## src/rtl/adder_pkg.sv

```systemverilog
// Shared definitions for the nibble-serial adder.
//   state_t  : controller states (IDLE, RUN, DONE)
//   NIBBLE_W : width of one serial step in bits
package adder_pkg;

   localparam int NIBBLE_W = 4;

   typedef enum logic [1:0] {
      IDLE = 2'd0,
      RUN  = 2'd1,
      DONE = 2'd2
   } state_t;

endpackage : adder_pkg

```

## src/rtl/nibble_add_correct.sv

```systemverilog
// One nibble step: raw add of x and y (no carry-in), then an increment
// correction by c through a four half-adder chain.
//   x, y : operand nibbles
//   c    : running carry applied as the increment
//   r    : corrected nibble result
//   co   : raw carry-out OR increment carry-out
//   c3   : carry into bit 3 of x + y + c (feeds the overflow flag)
module nibble_add_correct
   import adder_pkg::*;
(
   input  logic [NIBBLE_W-1:0] x,
   input  logic [NIBBLE_W-1:0] y,
   input  logic                c,
   output logic [NIBBLE_W-1:0] r,
   output logic                co,
   output logic                c3
);

   logic [NIBBLE_W:0] raw;
   logic              inc_c;

   always_comb begin
      raw   = {1'b0, x} + {1'b0, y};
      inc_c = c;
      for (int i = 0; i < NIBBLE_W; i++) begin
         r[i]  = raw[i] ^ inc_c;
         inc_c = raw[i] & inc_c;
      end
      // Both carries can never be set together; the OR merges the two paths.
      co = raw[NIBBLE_W] | inc_c;
      // r[3] is the true sum bit of x + y + c, so the carry into it falls out by XOR.
      c3 = x[NIBBLE_W-1] ^ y[NIBBLE_W-1] ^ r[NIBBLE_W-1];
   end

endmodule : nibble_add_correct

```

## src/rtl/nibble_serial_adder.sv

```systemverilog
// Multi-cycle WIDTH-bit adder, one nibble per clock, LSB nibble first.
// Valid/ready on both the operand side and the result side.
//   clk, rst_n           : clock, async active-low reset
//   in_valid / in_ready  : operand handshake (a, b, cin)
//   out_valid / out_ready: result handshake (sum, cout, ovf)
//   sum  : a + b + cin modulo 2^WIDTH
//   cout : carry out of the MSB nibble
//   ovf  : two's-complement overflow
//
// state | meaning
// IDLE  | waiting for operands, in_ready high
// RUN   | one nibble step per cycle, counter selects the nibble
// DONE  | result held with out_valid high until out_ready
module nibble_serial_adder
   import adder_pkg::*;
#(
   parameter int WIDTH = 16
) (
   input  logic             clk,
   input  logic             rst_n,
   input  logic             in_valid,
   output logic             in_ready,
   input  logic [WIDTH-1:0] a,
   input  logic [WIDTH-1:0] b,
   input  logic             cin,
   output logic             out_valid,
   input  logic             out_ready,
   output logic [WIDTH-1:0] sum,
   output logic             cout,
   output logic             ovf
);

   localparam int NIBBLES = WIDTH / NIBBLE_W;
   localparam int CNT_W   = (NIBBLES > 1) ? $clog2(NIBBLES) : 1;

   state_t             state, state_nx;
   logic [WIDTH-1:0]   a_q, b_q, sum_q;
   logic               carry_q, cout_q, ovf_q;
   logic [CNT_W-1:0]   cnt;
   logic               last;
   logic               accept;

   logic [NIBBLE_W-1:0] x_nib, y_nib, r_nib;
   logic                co_nib, c3_nib;

   assign last   = (cnt == CNT_W'(NIBBLES - 1));
   assign accept = (state == IDLE) && in_valid;

   assign x_nib = a_q[NIBBLE_W*int'(cnt) +: NIBBLE_W];
   assign y_nib = b_q[NIBBLE_W*int'(cnt) +: NIBBLE_W];

   nibble_add_correct u_step (
      .x  (x_nib),
      .y  (y_nib),
      .c  (carry_q),
      .r  (r_nib),
      .co (co_nib),
      .c3 (c3_nib)
   );

   always_ff @(posedge clk or negedge rst_n) begin
      if (!rst_n) state <= IDLE;
      else        state <= state_nx;
   end

   always_comb begin
      state_nx  = state;
      in_ready  = 1'b0;
      out_valid = 1'b0;
      case (state)
         IDLE: begin
            in_ready = 1'b1;
            if (in_valid) state_nx = RUN;
         end
         RUN: begin
            if (last) state_nx = DONE;
         end
         DONE: begin
            out_valid = 1'b1;
            if (out_ready) state_nx = IDLE;
         end
         default: state_nx = IDLE;
      endcase
   end

   always_ff @(posedge clk or negedge rst_n) begin
      if (!rst_n) begin
         a_q     <= '0;
         b_q     <= '0;
         sum_q   <= '0;
         carry_q <= 1'b0;
         cout_q  <= 1'b0;
         ovf_q   <= 1'b0;
         cnt     <= '0;
      end else if (accept) begin
         a_q     <= a;
         b_q     <= b;
         carry_q <= cin;
         cnt     <= '0;
         sum_q   <= '0;
      end else if (state == RUN) begin
         sum_q[NIBBLE_W*int'(cnt) +: NIBBLE_W] <= r_nib;
         carry_q <= co_nib;
         if (last) begin
            cout_q <= co_nib;
            ovf_q  <= c3_nib ^ co_nib;
         end else begin
            cnt <= cnt + CNT_W'(1);
         end
      end
   end

   assign sum  = sum_q;
   assign cout = cout_q;
   assign ovf  = ovf_q;

endmodule : nibble_serial_adder
```

## config.mk

```make
export PLATFORM = sky130hd
export DESIGN_NAME = nibble_serial_adder
export DESIGN_NICKNAME = d
export VERILOG_FILES = /design/src/rtl/adder_pkg.sv /design/src/rtl/nibble_add_correct.sv /design/src/rtl/nibble_serial_adder.sv
export SDC_FILE = /design/constraint.sdc
export NUM_CORES = 1
export LEC_CHECK = 0
export BUFFER_PORTS_ARGS = -buffer_cell sky130_fd_sc_hd__buf_2
export CAP_MARGIN = 20
export CORE_MARGIN = 2
export CORE_UTILIZATION = 54
export DETAILED_ROUTE_END_ITERATION = 10
export PLACE_DENSITY_LB_ADDON = 0.05
export RECOVER_POWER = 50
export SLEW_MARGIN = 20
export SYNTH_ARGS = -nofsm -noshare
export SYNTH_HDL_FRONTEND = slang
export SYNTH_SLANG_ARGS = --single-unit
```

## constraint.sdc

```tcl
create_clock -name clk -period 3.59 [get_ports clk]
set_clock_uncertainty 0.15 [all_clocks]
set_input_delay 0 -clock clk [delete_from_list [all_inputs] [get_ports clk]]
set_output_delay 0 -clock clk [all_outputs]
set_load 0.01 [all_outputs]
```

==> impl_metrics.yaml <==
critical_path:
  slowest_delay_ns: 0.55
  critPathRequiredTime_ns: 3.68
  start_kind: "flop"
  end_kind: "flop"
  reg2reg_depth: 9
  cp_slowest_cell: "mux4_2"
  cp.arrival_ns: 3.35
  critPathMostFrequentCell: "ha_1"
  rrSetupSlack_ns: 0.33
  r2r-end: "ovf$_DFFE_PN0P_"
  path_max_fanout: 10
  crit_type: "reg2reg"
  reg2reg_from: "cnt[0]$_DFFE_PN0P_"
  cp_cell_sequence: "buf_4, mux4_2, fa_1, ha_1, ha_1, ha_1, xor2_1, a211o_1, nand3_1"
pwr:
  peakVddDrop_uv: 797
  p_clk_frac: 0.117
  swShare: 0.411
  power_leakage_nw: 1.58
  p_per_area_mw_per_mm2: 984
  internal_power_w: 0.00199
  seqPwrFrac: 0.329
  combPwrFrac: 0.554
  p_switching_w: 0.00139
timing:
  max_freq_ghz: 0.307
  hold_violations: 0
  fin_crit_sh: 0.907
  relSlewSlack: 0.127
  drv_slew: 0
  grt_setup_unrepaired: "no"
  setup_viol: 0
  tns_ns: 0
  min_period_ns: 3.26
  tightest_slew_ns: 1.31
run:
  cap_violations: 0
clock_network:
  cts.reportedPaths.clkPinSlew_ns: 0.09
  postCtsSetupBuffers: 0
  cts.sinks: 55
  cts_buffers: 5
  clk_latency_ns: 0.31
  cts_tree: "yes"
  htreeDepth: 2
  cts-root-buf: "clkbuf_8"
  cts_buffer_depth: 2
global_routing:
  busiest_layer: "met2"
  grt_max_degree: 56
  track_usage: 0.237
  grt_pass1_vias: 2058
  use_met2: 0.402
  met3_usage: 0.0434
  gr-total-overflow: 0
  grt_pass1_wl_mm: 9.68
  grt.met1_usage: 0.301
  antenna_found_initial: 0
yosys:
  synthMostInstantiatedCell: "dfrtp_1"
  synth.avg_cell_area_um2: 14.1
  yosysWarnings: 0
  synth_edf_count: 0
  synth-async-reset-ratio: 1.00
  yosysSeqAreaShare: 0.521
  syn_nets: 237
  synth_top_area_cell: "dfrtp_1"
  synth_common_cells: "55 x dfrtp_1, 18 x mux2_2, 14 x a22o_1, 14 x mux2_1, 12 x ha_1"
  synthFlopType: "dfrtp_1"
  yosys.area.top_type_share: 0.521
  ys_seq_elements: 55
  ys_types: 36
  synthTopCellsByArea: "dfrtp_1 52%, mux2_2 7.7%, mux4_2 6.8%"
  synth_cells: 187
  syn_area_mm2: 0.00264
layout:
  fin_nets: 332
  multi_input_area_mm2: 0.00120
  final_area_mm2: 0.00344
  num_antenna_cells: 0
  fillerInstances: 336
  final_cells: 349
  seq_area_mm2: 0.00138
  area_delta_synth_final_pct: 30.1
  layout-drive-gt1-share: 0.309
die:
  rows: 25
  dieWidth_um: 74.0
  io_pins: 57
  core_mm2: 0.00472
  die_height_um: 74.0
  dieArea_mm2: 0.00547
  initial_core_util: 0.559
route:
  drt_iter0_drc: 43
  drc: 0
  dr.pass1.iters: 4
  wl_mm: 5.82
  detail_route.wl_per_cell_um: 16.7
  vias: 1905
  antenna_left: 0
  vias_per_cell: 5.46
hold_path:
  worst_hold_startpoint: "out_ready"
  hold_depth: 3
  hold_end: "state[1]$_DFFE_PN0P_"
  min_path_type: "in2reg"
placed_design:
  postPlaceCellArea_mm2: 0.00297
  dp_hpwl_mm: 4.08
  portBuffers: 56
  place_congestion: 0.782
  place_inst: 305
status:
  status: "finished, final reports clean"
==> worst max-delay path: cells and delay by family (launching register included) <==
family                     cells  cell delay [ns]
adders and majority gates      4             1.23
xor gates and xnor gates       1             0.20
muxes                          1             0.55
and+or+nand+nor                1             0.09
AOI/OAI and AO/OA              1             0.27
buffers and inverters          1             0.22
DFF                            1             0.48
==> power by group through the flow <==
stage	Sequential, W	Clock (W)	Combinational (W)
final	0.00111	0.000394	0.00188
after global routing	0.00115	0.000429	0.00209
after CTS	0.00111	0.000404	0.00188
after detailed placement	0.00113	0	0.00183
after global placement	0.00111	0	0.00180
after floorplan	0.00104	0	0.00139
==> metrics by stage <==
stage	setup WS (ns)	hold slack, ns	power, W	utilization
3_5_place_dp	0.203	0.0596	0.00295	0.629
2_1_floorplan	0.359	-0.446	0.00243	-
3_3_place_gp	0.240	0.0496	0.00291	0.629
5_1_grt	0.0927	0.288	0.00367	0.728
4_1_cts	0.172	0.264	0.00339	0.730
6_report	0.333	0.279	0.00338	0.728
==> cell families after synthesis <==
logic type,Yosys count,synth area share
compound gates,33,0.0971
xor+xnor,3,0.00994
fa+ha+maj,13,0.0644
buf+inv,12,0.0294
flops,55,0.521
mux,40,0.205
simple gates,31,0.0739
==> layer usage <==
metal,vias up,share of wire
li1,884,-
met1,960,0.43
met2,47,0.51
met3,14,0.038
met4,0,0.023
met5,-,0
==> cell type report <==
cell class,count,share of cell area
clock buffer,6,0.0211
tap,67,0.0244
clock inverter,1,0.00873
multi-input combinational,120,0.349
sequential,55,0.401
timing repair buffer,96,0.192
inverter,4,0.00437
==> layout by cell type (no fill, tap or decap), types with 6 or more instances in the layout <==
cell / n
dlygate4sd3_1: 37
dfrtp_1: 54
clkbuf_1: 12
nand2_1: 7
a22o_1: 14
buf_2: 44
mux2_2: 18
mux2_1: 14
nor2_1: 6
ha_1: 12
mux4_2: 8
==> what timing repair did <==
| item | 4_1_cts | 5_1_grt |
|---|---|---|
| hold buffers | 37 | 0 |
| endpoints found under the hold margin | 95 | 0 |
| gates resized for setup | 0 | 2 |
| setup endpoints to repair | 0 | 3 |
==> registers in the layout (all words and copies together) (netlist names) <==
name,flops
carry_q,1
cout,1
b_q,16
state,2
ovf,1
sum,16
cnt,2
a_q,16
==> how the worst max path moves through the flow <==
stage,end,slack (ns),start
5_1_grt,ovf$_DFFE_PN0P_,0.09,cnt[0]$_DFFE_PN0P_
2_1_floorplan,ovf$_DFFE_PN0P_,0.36,cnt[0]$_DFFE_PN0P_
3_3_place_gp,ovf$_DFFE_PN0P_,0.24,cnt[0]$_DFFE_PN0P_
3_5_place_dp,cout$_DFFE_PN0P_,0.20,cnt[0]$_DFFE_PN0P_
4_1_cts,cout$_DFFE_PN0P_,0.17,cnt[0]$_DFFE_PN0P_
6_report,ovf$_DFFE_PN0P_,0.33,cnt[0]$_DFFE_PN0P_
Note: power is estimated with default switching activity, not from simulation.
